===== src/rtl/dmem_sched_pkg.sv =====
// qu_common: shared store-buffer entry and scheduler state types.
package qu_common;
  typedef struct packed {
    logic [31:0] addr;
    logic [31:0] data;
  } sb_entry_t;
  typedef enum logic [1:0] {S_IDLE, S_WAIT_GNT, S_WAIT_RD} dmem_sched_state_t;
endpackage


===== src/rtl/dmem_sched_if.sv =====
// dmem_sched_if: core-side load/store handshakes plus the memory port of dmem_sched.
interface dmem_sched_if;
  logic st_valid, st_ready;
  logic [31:0] st_addr, st_data;
  logic ld_valid, ld_ready;
  logic [31:0] ld_addr;
  logic ld_rsp_valid;
  logic [31:0] ld_rsp_data;
  logic flush;
  logic mem_req, mem_we, mem_gnt, mem_rvalid;
  logic [31:0] mem_addr, mem_wdata, mem_rdata;
  logic sb_empty;
  modport master (
    output st_valid, st_addr, st_data, ld_valid, ld_addr, flush, mem_gnt, mem_rvalid, mem_rdata,
    input st_ready, ld_ready, ld_rsp_valid, ld_rsp_data, mem_req, mem_we, mem_addr, mem_wdata, sb_empty
  );
  modport slave (
    input st_valid, st_addr, st_data, ld_valid, ld_addr, flush, mem_gnt, mem_rvalid, mem_rdata,
    output st_ready, ld_ready, ld_rsp_valid, ld_rsp_data, mem_req, mem_we, mem_addr, mem_wdata, sb_empty
  );
endinterface


===== src/rtl/dmem_sched_store_buf.sv =====
// store_buf: circular store FIFO with a per-entry address match and youngest-match data.
module store_buf
  import qu_common::*;
#(
  parameter int DEPTH = 4
) (
  input  logic        clk,
  input  logic        rst,
  input  logic        push,
  input  logic        pop,
  input  sb_entry_t   wr_entry,
  input  logic [29:0] match_addr,
  output sb_entry_t   head,
  output logic        full,
  output logic        empty,
  output logic        hit,
  output logic [31:0] hit_data
);
  localparam int AW = $clog2(DEPTH);
  sb_entry_t mem [DEPTH];
  logic [AW-1:0] rd_ptr, wr_ptr;
  logic [AW:0] count;
  logic [DEPTH-1:0] match_vec;
  assign full = count == (AW+1)'(DEPTH);
  assign empty = count == '0;
  assign head = mem[rd_ptr];
  assign hit = |match_vec;
  always_ff @(posedge clk) begin
    if (rst) begin
      rd_ptr <= '0;
      wr_ptr <= '0;
      count <= '0;
    end else begin
      if (push) mem[wr_ptr] <= wr_entry;
      wr_ptr <= wr_ptr + AW'(push);
      rd_ptr <= rd_ptr + AW'(pop);
      count <= count + (AW+1)'(push) - (AW+1)'(pop);
    end
  end
  // a slot is live when its distance from the head is below the occupancy
  for (genvar i = 0; i < DEPTH; i++) begin : g_match
    logic [AW-1:0] age;
    assign age = AW'(i) - rd_ptr;
    assign match_vec[i] = ({1'b0, age} < count) && mem[i].addr[31:2] == match_addr;
  end
  always_comb begin
    hit_data = '0;
    for (int k = 0; k < DEPTH; k++)
      if (match_vec[rd_ptr + AW'(k)]) hit_data = mem[rd_ptr + AW'(k)].data;
  end
endmodule


===== src/rtl/dmem_sched.sv =====
// dmem_sched: store buffer + single-port memory scheduler for retired loads/stores.
// Define QU_DMEM_STORE_FWD_EN to forward buffered store data to hazard loads.
module dmem_sched
  import qu_common::*;
#(
  parameter int SB_DEPTH = 4
) (
  input logic clk,
  input logic rst,
  dmem_sched_if.slave bus
);
  dmem_sched_state_t state, next;
  sb_entry_t head;
  logic full, empty, hit, idle, ld_ok, ld_go, fwd_go, st_go, req, we, rd_done, killed, rsp_v, we_q;
  logic [31:0] hit_data, addr, wdata, addr_q, wdata_q, rsp_d;
  store_buf #(.DEPTH(SB_DEPTH)) u_sb (
    .clk(clk),
    .rst(rst),
    .push(bus.st_valid && !full && !rst),
    .pop(req && we && bus.mem_gnt),
    .wr_entry('{addr: bus.st_addr, data: bus.st_data}),
    .match_addr(bus.ld_addr[31:2]),
    .head(head),
    .full(full),
    .empty(empty),
    .hit(hit),
    .hit_data(hit_data)
  );
  assign idle = state == S_IDLE;
  assign ld_ok = !rst && idle && bus.ld_valid && !bus.flush && !full;
`ifdef QU_DMEM_STORE_FWD_EN
  assign fwd_go = ld_ok && hit;
`else
  assign fwd_go = 1'b0;
`endif
  assign ld_go = ld_ok && !hit;
  assign st_go = !rst && idle && !empty && !ld_go && !fwd_go;
  assign req = idle ? ld_go || st_go : !rst && state == S_WAIT_GNT;
  assign we = idle ? st_go : !rst && state == S_WAIT_GNT && we_q;
  assign addr = idle ? (ld_go ? bus.ld_addr : head.addr) : addr_q;
  assign wdata = idle ? head.data : wdata_q;
  assign rd_done = state == S_WAIT_RD && bus.mem_rvalid;
  assign bus.mem_req = req;
  assign bus.mem_we = we;
  assign bus.mem_addr = addr;
  assign bus.mem_wdata = wdata;
  assign bus.ld_ready = ld_go || fwd_go;
  assign bus.st_ready = rst || !full;
  assign bus.sb_empty = rst || empty;
  assign bus.ld_rsp_valid = rsp_v;
  assign bus.ld_rsp_data = rsp_d;
  always_comb
    next = idle ? (req ? (bus.mem_gnt ? (we ? S_IDLE : S_WAIT_RD) : S_WAIT_GNT) : S_IDLE)
         : state == S_WAIT_GNT ? (bus.mem_gnt ? (we_q ? S_IDLE : S_WAIT_RD) : S_WAIT_GNT)
         : (bus.mem_rvalid ? S_IDLE : S_WAIT_RD);
  // killed marks an accepted read whose data must be swallowed after a flush
  always_ff @(posedge clk) begin
    if (rst) begin
      state <= S_IDLE;
      killed <= 1'b0;
      rsp_v <= 1'b0;
    end else begin
      state <= next;
      killed <= idle ? 1'b0 : killed || bus.flush;
      rsp_v <= fwd_go || (rd_done && !killed && !bus.flush);
      if (fwd_go || rd_done) rsp_d <= fwd_go ? hit_data : bus.mem_rdata;
      if (idle) {we_q, addr_q, wdata_q} <= {we, addr, wdata};
    end
  end
endmodule


===== src/flat_wrapper.sv =====
// flat-port wrapper written by rule: the top's interface ports become plain ports
module dmem_sched_flat import qu_common::*;
#(
  parameter int SB_DEPTH = 4
)
  (clk, rst, bus_st_valid, bus_st_addr, bus_st_data, bus_ld_valid, bus_ld_addr, bus_flush, bus_mem_gnt, bus_mem_rvalid, bus_mem_rdata, bus_st_ready, bus_ld_ready, bus_ld_rsp_valid, bus_ld_rsp_data, bus_mem_req, bus_mem_we, bus_mem_addr, bus_mem_wdata, bus_sb_empty);
  dmem_sched_if bus_i ();
  input logic clk;
  input logic rst;
  input wire logic [$bits(bus_i.st_valid)-1:0] bus_st_valid;
  input wire logic [$bits(bus_i.st_addr)-1:0] bus_st_addr;
  input wire logic [$bits(bus_i.st_data)-1:0] bus_st_data;
  input wire logic [$bits(bus_i.ld_valid)-1:0] bus_ld_valid;
  input wire logic [$bits(bus_i.ld_addr)-1:0] bus_ld_addr;
  input wire logic [$bits(bus_i.flush)-1:0] bus_flush;
  input wire logic [$bits(bus_i.mem_gnt)-1:0] bus_mem_gnt;
  input wire logic [$bits(bus_i.mem_rvalid)-1:0] bus_mem_rvalid;
  input wire logic [$bits(bus_i.mem_rdata)-1:0] bus_mem_rdata;
  output wire logic [$bits(bus_i.st_ready)-1:0] bus_st_ready;
  output wire logic [$bits(bus_i.ld_ready)-1:0] bus_ld_ready;
  output wire logic [$bits(bus_i.ld_rsp_valid)-1:0] bus_ld_rsp_valid;
  output wire logic [$bits(bus_i.ld_rsp_data)-1:0] bus_ld_rsp_data;
  output wire logic [$bits(bus_i.mem_req)-1:0] bus_mem_req;
  output wire logic [$bits(bus_i.mem_we)-1:0] bus_mem_we;
  output wire logic [$bits(bus_i.mem_addr)-1:0] bus_mem_addr;
  output wire logic [$bits(bus_i.mem_wdata)-1:0] bus_mem_wdata;
  output wire logic [$bits(bus_i.sb_empty)-1:0] bus_sb_empty;
  assign bus_i.st_valid = bus_st_valid;
  assign bus_i.st_addr = bus_st_addr;
  assign bus_i.st_data = bus_st_data;
  assign bus_i.ld_valid = bus_ld_valid;
  assign bus_i.ld_addr = bus_ld_addr;
  assign bus_i.flush = bus_flush;
  assign bus_i.mem_gnt = bus_mem_gnt;
  assign bus_i.mem_rvalid = bus_mem_rvalid;
  assign bus_i.mem_rdata = bus_mem_rdata;
  assign bus_st_ready = bus_i.st_ready;
  assign bus_ld_ready = bus_i.ld_ready;
  assign bus_ld_rsp_valid = bus_i.ld_rsp_valid;
  assign bus_ld_rsp_data = bus_i.ld_rsp_data;
  assign bus_mem_req = bus_i.mem_req;
  assign bus_mem_we = bus_i.mem_we;
  assign bus_mem_addr = bus_i.mem_addr;
  assign bus_mem_wdata = bus_i.mem_wdata;
  assign bus_sb_empty = bus_i.sb_empty;
  dmem_sched #(.SB_DEPTH(SB_DEPTH)) u_core (.clk(clk), .rst(rst), .bus(bus_i));
endmodule

===== config.mk =====
export PLATFORM = sky130hd
export DESIGN_NAME = dmem_sched_flat
export DESIGN_NICKNAME = d
export VERILOG_FILES = /design/src/rtl/dmem_sched_pkg.sv /design/src/rtl/dmem_sched_if.sv /design/src/rtl/dmem_sched_store_buf.sv /design/src/rtl/dmem_sched.sv /design/src/flat_wrapper.sv
export SDC_FILE = /design/constraint.sdc
export NUM_CORES = 1
export LEC_CHECK = 0
export ABC_AREA = 1
export BUFFER_PORTS_ARGS = -buffer_cell sky130_fd_sc_hd__buf_2
export CAP_MARGIN = 20
export CORE_MARGIN = 2
export CORE_UTILIZATION = 50
export CTS_CLUSTER_DIAMETER = 80
export DETAILED_ROUTE_END_ITERATION = 6
export GPL_TIMING_DRIVEN = 0
export PLACE_DENSITY = 0.7
export SLEW_MARGIN = 10
export SYNTH_ARGS = -nofsm -noshare
export SYNTH_HDL_FRONTEND = slang
export SYNTH_HIERARCHICAL = 1
export SYNTH_SLANG_ARGS = --single-unit

===== constraint.sdc =====
create_clock -name clk -period 9.69 [get_ports clk]
set_clock_uncertainty 0.1 [all_clocks]
set_input_delay 2.907 -clock clk [delete_from_list [all_inputs] [get_ports clk]]
set_output_delay 2.907 -clock clk [all_outputs]
set_load 0.01 [all_outputs]

==> summary.txt, run 1 <==
status: finished, final reports clean
worst slew pin tran: 0.932 ns
cell row count: 65
final core occ: 61.4%
Final ANT Viol Nets: 0
post-cts hold buffer count: 0
Mapped Nets: 1526
H-tree Lvls: 2
gr ovfl total: 0
die height: 183 µm
pre-CTS setup slack: 1.40 ns
Final WS setup: 1.33 ns
Min-Delay Path Class: register to register
CTS tree: done
# Post-CTS Setup Buffers: 0
# setup viols final: 0
DIE AREA: 33600 µm²
share of post-route cells with drive strength above 1: 24.0%
Hold WS: 0.435 ns
Num CTS Buffers: 39
final hold vios: 0
global-route wire length before repair: 60700 µm
Register Area: 10800 µm²
via count: 11200
Pleak: 7.60 nW
PortBufs: 236
all-layer global routing usage: 23.8%
Via-to-Cell Ratio: 5.25
Layout Nets: 1842
Synth warnings: 6
Mapped Area: 16100 µm²
commonest cells after routing, fill and taps aside: edfxtp_1, nand2_1, buf_2
period utilization: 86.3%
MaxCap Viol Count: 0
unrepaired setup endpoints after global routing: no
vias in the first global route: 11123
Multi-input gate area: 4530 µm²
Period minus WS final: 8.36 ns
VDD IR-drop max: 0.201 mV
Initial Util: 50.8%
initial DRC count: 955
final slew viol count: 0
IO Count: 237
CP endpoint kind: output pin
Post-CTS Resized: 0
Die Wd: 183 µm
Area Overhead vs Synth: 20.9%
clk sinks: 364
DRC: 0
total negative setup slack: 0 ns
Setup CP Type: input pin to output pin
Total Power: 0.00472 W
Mapped Cells: 1382
detailed-router iteration count before antenna repair: 5
Routed WL: 40200 µm
Clk Latency, worst-skew pair: 0.52 ns
crit path DAT: 5.35 ns
Fillers: 2527
core box area: 31600 µm²
CTS Root Cell: clkbuf_16
nature of the critical path startpoint: input pin
Slew HR: 37.6%
CTS max path bufs: 3
hpwl dp: 29100 µm
CP Max Fanout: 10
antenna violations before repair: 5
clk slew on worst S/H paths: 0.06 ns
most frequent standard cell in the layout excluding fill and tap cells: edfxtp_1
WL per Instance: 18.9 µm
internal reg-to-reg setup slack: 5.66 ns
Avg Cell Area, Syn: 11.6 µm²
largest net degree at the start of global routing: 22
global placement routability congestion: 0.886
Critical Path RT: 6.68 ns
f_max: 0.120 GHz
Pwr Density: 243 nW/µm²
-- area by class of cell --
type,count,area share [%]
flip-flops and latches,364,55.7
multi-input cells,848,23.3
repair buffers,275,8.17
clock buffers,45,5.36
well taps,402,2.59
plain buffers,73,1.91
inverters,97,1.90
clock inverters,25,1.00
diodes,3,0.0387
-- where the power goes --
part	internal, W	switching [W]	total (W)	leakage, nW
clock network	0.000847	0.000584	0.00143	0.604
registers	0.00196	0.0000520	0.00202	3.32
logic	0.000433	0.000839	0.00127	3.68
-- routing by layer --
metal  vias up  GRT usage [%]  routed length, µm
li1       5404              -                  -
met1      5285           29.8              16200
met2       421           40.8              19900
met3        84           5.18               2950
met4         6           8.48               1170
met5         -              0                 34
-- critical path: stages --
cell and delay [ns]:
buf_2 0.10, buf_2 0.16, xnor2_1 0.15, nand2_1 0.09
nor2_1 0.05, nand2_1 0.10, nor2_4 0.05, nand3_1 0.07
nand4_1 0.22, inv_1 0.11, nand2_1 0.05, nor2_1 0.17
nand2_4 0.15, clkinv_4 0.17, buf_6 0.18, nand2_1 0.06
a21oi_1 0.34, buf_2 0.21
-- metrics by stage --
stage / instances / instance area, µm²
after floorplan: 1382 / 16100
after global placement: 2020 / 17700
after detailed placement: 2059 / 18200
after CTS: 2129 / 19400
after global routing: 2129 / 19400
final: 2132 / 19400
-- worst paths after layout --
path / cells after the start / start / end
worst max register to register: 26 / u_core/u_sb/rd_ptr[0] / u_core/u_sb/count[2]
worst min register to register: 2 / u_core/killed / u_core/killed
worst max-delay path: 18 / bus_ld_addr[16] / bus_mem_addr[10]
worst min-delay path: 2 / u_core/killed / u_core/killed
-- flip-flops by register name, indices dropped and copies added (netlist names) --
name / flops
u_core/u_sb/mem: 256
u_core/addr_q: 32
u_core/bus.ld_rsp_data: 32
u_core/wdata_q: 32
u_core/u_sb/count: 3
u_core/state: 2
u_core/u_sb/rd_ptr: 2
u_core/u_sb/wr_ptr: 2
u_core/bus.ld_rsp_valid: 1
u_core/killed: 1
u_core/we_q: 1
Power figures use the tool's default switching activity.
==> run 2: changes to the inputs <==
--- a/config.mk
+++ b/config.mk
@@ -8,12 +8,10 @@
 export ABC_AREA = 1
 export BUFFER_PORTS_ARGS = -buffer_cell sky130_fd_sc_hd__buf_2
 export CAP_MARGIN = 20
-export CORE_MARGIN = 2
-export CORE_UTILIZATION = 50
+export CORE_UTILIZATION = 25
 export CTS_CLUSTER_DIAMETER = 80
 export DETAILED_ROUTE_END_ITERATION = 6
 export GPL_TIMING_DRIVEN = 0
-export PLACE_DENSITY = 0.7
 export SLEW_MARGIN = 10
 export SYNTH_ARGS = -nofsm -noshare
 export SYNTH_HDL_FRONTEND = slang
==> summary.txt, run 2 (synthesis results as in run 1) <==
hpwl dp: 35200 µm (+21%)
PortBufs: 236 (unchanged)
clk sinks: 364 (unchanged)
vias in the first global route: 11513 (+3.5%)
CTS Root Cell: clkbuf_16
critical path's slowest cell: a21oi_1
sw power: 0.00161 W (+9.5%)
Pwr Density: 248 nW/µm² (+2.2%)
post-cts hold buffer count: 0 (unchanged)
Clk Latency, worst-skew pair: 0.58 ns (+0.06 ns)
detailed-router iteration count before antenna repair: 5 (unchanged)
gr ovfl total: 0 (unchanged)
period utilization: 87.4% (+1.1 points)
Min-Delay Path Class: register to register
# Post-CTS Setup Buffers: 0 (unchanged)
Gate power share: 26.2% (-0.7 points)
f_max: 0.118 GHz (-1.2%)
crit path DAT: 5.46 ns (+0.11 ns)
Die Wd: 255 µm (+39%)
R2R cell count: 26 (unchanged)
Hold Path Cell Cnt: 2 (unchanged)
Final ANT Viol Nets: 0 (unchanged)
Final Instance Count excl. Fillers: 2589 (+21%)
Via-to-Cell Ratio: 4.42 (-16%)
CP Cell Sequence: buf_2, xor2_1, nor2_1, nand3_1, nor2_4, nand3_1, nand4_1, inv_1, nand2_1, nor2_1, nand2_4, clkinv_4, buf_6, nand2_1, a21oi_1, buf_2
die height: 255 µm (+39%)
antenna violations before repair: 13 (+8)
Hold WS: 0.437 ns (+0.00211 ns)
Setup CP Type: input pin to output pin
r2r endpoint: u_core/u_sb/count[2]
WL per Instance: 18.3 µm (-2.9%)
CP Max Fanout: 10 (unchanged)
DIE AREA: 65300 µm² (+94%)
Top reg by flops: u_core/u_sb/mem
unrepaired setup endpoints after global routing: no
Hold Path Sink: u_core/bus.ld_rsp_valid
nature of the critical path startpoint: input pin
status: finished, final reports clean
Post-CTS Resized: 0 (unchanged)
Initial Util: 25.4% (-25 points)
hold path startpoint: u_core/killed
total negative setup slack: 0 ns (unchanged)
Flop pwr share: 40.1% (-2.6 points)
via count: 11435 (+2.1%)
Pint: 0.00342 W (+5.2%)
final core occ: 32.0% (-29 points)
Total Power: 0.00503 W (+6.6%)
DRC: 0 (unchanged)
final slew viol count: 0 (unchanged)
most frequent standard cell in the layout excluding fill and tap cells: edfxtp_1
placed cells: 2502 (+22%)
VDD IR-drop max: 0.150 mV (-25%)
global-route wire length before repair: 70000 µm (+15%)
Num CTS Buffers: 44 (+13%)
CP endpoint kind: output pin
IO Count: 237 (unchanged)
internal reg-to-reg setup slack: 5.50 ns (-0.16 ns)
share of post-route cells with drive strength above 1: 24.4% (+0.44 points)
Largest stage delay, worst path: 0.31 ns (-0.03 ns)
final hold vios: 0 (unchanged)
Area Overhead vs Synth: 26.0%
largest net degree at the start of global routing: 24 (+9.1%)
max reg flops: 256 (unchanged)
CTS tree: done
commonest cells after routing, fill and taps aside: edfxtp_1, nand2_1, buf_2
global placement routability congestion: 0.866 (-2.2%)
Layout Nets: 1846 (+0.22%)
Slew HR: 42.7% (+5.2 points)
initial DRC count: 830 (-13%)
H-tree Lvls: 2 (unchanged)
worst slew pin tran: 0.855 ns (-0.0770 ns)
CTS max path bufs: 3 (unchanged)
RR Startpoint: u_core/u_sb/rd_ptr[0]
Critical Path RT: 6.68 ns (about the same)
cell row count: 92 (+42%)
# setup viols final: 0 (unchanged)
clock power share: 33.7% (+3.4 points)
Routed WL: 47400 µm (+18%)
core box area: 63300 µm² (+100%)
MaxCap Viol Count: 0 (unchanged)
switching part of the total: 32.1% (+0.86 points)
Pleak: 7.72 nW (+1.5%)
clk slew on worst S/H paths: 0.06 ns (about the same)
Period minus WS final: 8.47 ns (+0.105 ns)
all-layer global routing usage: 14.2% (-9.6 points)
-- run 2: how the worst max path moves through the flow --
| stage | start | to | cells past startpoint |
|---|---|---|---|
| 6_report | bus_ld_addr[6] | bus_mem_addr[12] | 16 |
| 5_1_grt | bus_ld_addr[6] | bus_mem_addr[12] | 16 |
| 4_1_cts | bus_ld_addr[6] | bus_mem_addr[12] | 16 |
| 3_5_place_dp | bus_ld_addr[6] | bus_mem_addr[12] | 16 |
| 3_3_place_gp | rst | u_core/u_sb/mem[0][9] | 4 |
| 2_1_floorplan | bus_st_valid | u_core/u_sb/mem[0][0] | 4 |
-- run 2: critical path: cells and delay by family --
family,cells,cell delay (ns)
and+or+nand+nor,9,1.16
buffers and inverters,5,0.84
AOI/OAI and AO/OA,1,0.31
xor gates and xnor gates,1,0.20
-- run 2: per-layer routing --
metal | wire length [µm] | vias up | track usage (%)
met4 | 1290 | 14 | 4.94
met2 | 23300 | 469 | 24.7
li1 | - | 5409 | -
met5 | 84 | - | 0
met3 | 4020 | 106 | 4.16
met1 | 18700 | 5437 | 16.7
-- run 2: power by group through the flow --
stage	registers [W]	clock network, W	logic (W)
global placement	0.00206	0	0.00128
global route	0.00203	0.00180	0.00145
detailed placement	0.00205	0	0.00133
CTS	0.00202	0.00175	0.00134
finish	0.00202	0.00170	0.00132
floorplan	0.00205	0	0.000727
-- run 2: cell type report --
type                            count  area [µm²]
Fill cell                        6411       43100
Inverter                           97         369
Clock inverter                     32         365
Sequential cell                   364       10800
Clock buffer                       49        1140
Multi-Input combinational cell    848        4530
Buffer                             73         372
Tap cell                          846        1060
Timing Repair Buffer              274        1580
Antenna cell                        6        15.0
-- run 2: through the flow --
| step | setup WS [ns] | cell area, µm² |
|---|---|---|
| after global routing | 1.00 | 20200 |
| after floorplan | 1.45 | 16100 |
| after CTS | 1.14 | 20200 |
| after global placement | -3.33 | 18300 |
| after detailed placement | 1.15 | 18700 |
| final | 1.22 | 20200 |
==> run 3: changes to the inputs <==
--- a/config.mk
+++ b/config.mk
@@ -9,9 +9,11 @@
 export BUFFER_PORTS_ARGS = -buffer_cell sky130_fd_sc_hd__buf_2
 export CAP_MARGIN = 20
 export CORE_UTILIZATION = 25
+export CTS_BUF_LIST = sky130_fd_sc_hd__clkbuf_16
 export CTS_CLUSTER_DIAMETER = 80
 export DETAILED_ROUTE_END_ITERATION = 6
 export GPL_TIMING_DRIVEN = 0
+export SKIP_CTS_REPAIR_TIMING = 1
 export SLEW_MARGIN = 10
 export SYNTH_ARGS = -nofsm -noshare
 export SYNTH_HDL_FRONTEND = slang
==> constraint.sdc (replaced) <==
create_clock -name clk -period 9.69 [get_ports clk]
set_clock_uncertainty 0.1 [all_clocks]
set_input_delay 2.907 -clock clk [delete_from_list [all_inputs] [get_ports clk]]
set_output_delay 2.907 -clock clk [all_outputs]
set_load 0.05 [all_outputs]
==> summary.txt, run 3 (synthesis results as in run 1) <==
status: finished, final reports clean
IO Count: 237 (unchanged)
nature of the critical path startpoint: input pin
WL per Instance: 18.3 µm (-0.13%)
most frequent standard cell in the layout excluding fill and tap cells: edfxtp_1
hpwl dp: 35200 µm (unchanged)
cell row count: 92 (unchanged)
f_max: 0.116 GHz (-1.4%)
MaxCap Viol Count: 0 (unchanged)
Total Power: 0.00562 W (+12%)
pre-CTS setup slack: 1.02 ns (-0.133 ns)
Critical Path RT: 6.68 ns (about the same)
unrepaired setup endpoints after global routing: no
Gate power share: 34.0% (+7.8 points)
Fillers: 6413 (+0.031%)
Num CTS Buffers: 44 (unchanged)
H-tree Lvls: 2 (unchanged)
# setup viols final: 0 (unchanged)
detailed-router iteration count before antenna repair: 5 (unchanged)
CTS Root Cell: clkbuf_16
final slew viol count: 0 (unchanged)
share of post-route cells with drive strength above 1: 24.4% (unchanged)
die height: 255 µm (unchanged)
Flop pwr share: 35.9% (-4.2 points)
Clk Latency, worst-skew pair: 0.58 ns (about the same)
clk slew on worst S/H paths: 0.06 ns (about the same)
clk sinks: 364 (unchanged)
VDD IR-drop max: 0.224 mV (+49%)
Area Overhead vs Synth: 26.0% (unchanged)
Setup CP Type: input pin to output pin
worst slew pin tran: 0.875 ns (+0.0203 ns)
core box area: 63300 µm² (unchanged)
sw power: 0.00221 W (+37%)
global-route wire length before repair: 70000 µm (unchanged)
clock power share: 30.1% (-3.6 points)
CTS tree: done
switching part of the total: 39.3% (+7.2 points)
Period minus WS final: 8.59 ns (+0.119 ns)
CTS max path bufs: 3 (unchanged)
Register Area: 10800 µm² (unchanged)
commonest cells after routing, fill and taps aside: edfxtp_1, nand2_1, buf_2
initial DRC count: 830 (unchanged)
DRC: 0 (unchanged)
Multi-input gate area: 4530 µm² (unchanged)
Initial Util: 25.4% (unchanged)
all-layer global routing usage: 14.2% (unchanged)
period utilization: 88.6% (+1.2 points)
Layout Nets: 1846 (unchanged)
vias in the first global route: 11513 (unchanged)
Min-Delay Path Class: register to register
max reg flops: 256 (unchanged)
DIE AREA: 65300 µm² (unchanged)
largest net degree at the start of global routing: 24 (unchanged)
Top reg by flops: u_core/u_sb/mem
Pint: 0.00341 W (about the same)
Die Wd: 255 µm (unchanged)
CP endpoint kind: output pin
Final ANT Viol Nets: 0 (unchanged)
final hold vios: 0 (unchanged)
Via-to-Cell Ratio: 4.41 (about the same)
Slew HR: 41.4% (-1.4 points)
antenna violations before repair: 13 (unchanged)
via count: 11428 (-0.061%)
global placement routability congestion: 0.866 (unchanged)
Routed WL: 47300 µm (-0.13%)
Final WS setup: 1.10 ns (-0.119 ns)
crit path DAT: 5.58 ns (+0.12 ns)
PortBufs: 236 (unchanged)
gr ovfl total: 0 (unchanged)
CP Max Fanout: 10 (unchanged)
Pwr Density: 278 nW/µm² (+12%)
Pleak: 7.73 nW (+0.21%)
-- run 3: path summary, 6_finish.rpt --
path / startpoint / slack, ns / to / cells after the start
worst max-delay path: bus_ld_addr[6] / 1.10 / bus_mem_addr[12] / 16
worst max register to register: u_core/u_sb/rd_ptr[0] / 5.52 / u_core/u_sb/count[2] / 26
worst min-delay path: u_core/killed / 0.44 / u_core/bus.ld_rsp_valid / 2
worst min register to register: u_core/killed / 0.44 / u_core/bus.ld_rsp_valid / 2
-- run 3: routing by layer --
layer  part of all wire [%]  vias up  GRT usage, %
li1                       -     5405             -
met1                     40     5462          16.7
met2                     49      448          24.7
met3                    8.3       99          4.16
met4                    2.7       14          4.94
met5                   0.18        -             0
-- run 3: power by group through the flow --
| stage | registers [W] | logic (W) | clock network, W |
|---|---|---|---|
| 3_5_place_dp | 0.00205 | 0.00193 | 0 |
| 5_1_grt | 0.00203 | 0.00205 | 0.00180 |
| 2_1_floorplan | 0.00206 | 0.00130 | 0 |
| 6_report | 0.00202 | 0.00191 | 0.00169 |
| 3_3_place_gp | 0.00206 | 0.00187 | 0 |
| 4_1_cts | 0.00202 | 0.00193 | 0.00175 |
-- run 3: through the flow --
step                      cells  hold slack (ns)  setup TNS [ns]  util (%)  area (µm²)
after global placement     2464            0.413         -804.61      28.9       18300
after floorplan            1382            0.372               0         -       16100
final                      2589            0.437               0      32.0       20200
after detailed placement   2502            0.428               0      29.6       18700
after CTS                  2583            0.437               0      32.0       20200
after global routing       2586            0.461               0      32.0       20200
-- run 3: area by class of cell --
cell class,count,share of cell area (%)
plain buffers,73,1.84
flip-flops and latches,364,53.4
multi-input cells,848,22.4
clock inverters,36,1.88
diodes,6,0.0742
well taps,846,5.23
repair buffers,274,7.80
inverters,97,1.82
clock buffers,45,5.56
-- run 3: worst max-delay path, stage by stage --
cell and delay, ns:
buf_2 0.16, xor2_1 0.20, nor2_1 0.07, nand3_1 0.23
nor2_4 0.06, nand3_1 0.07, nand4_1 0.27, inv_1 0.12
nand2_1 0.05, nor2_1 0.17, nand2_4 0.17, clkinv_4 0.18
buf_6 0.17, nand2_1 0.06, a21oi_1 0.31, buf_2 0.34
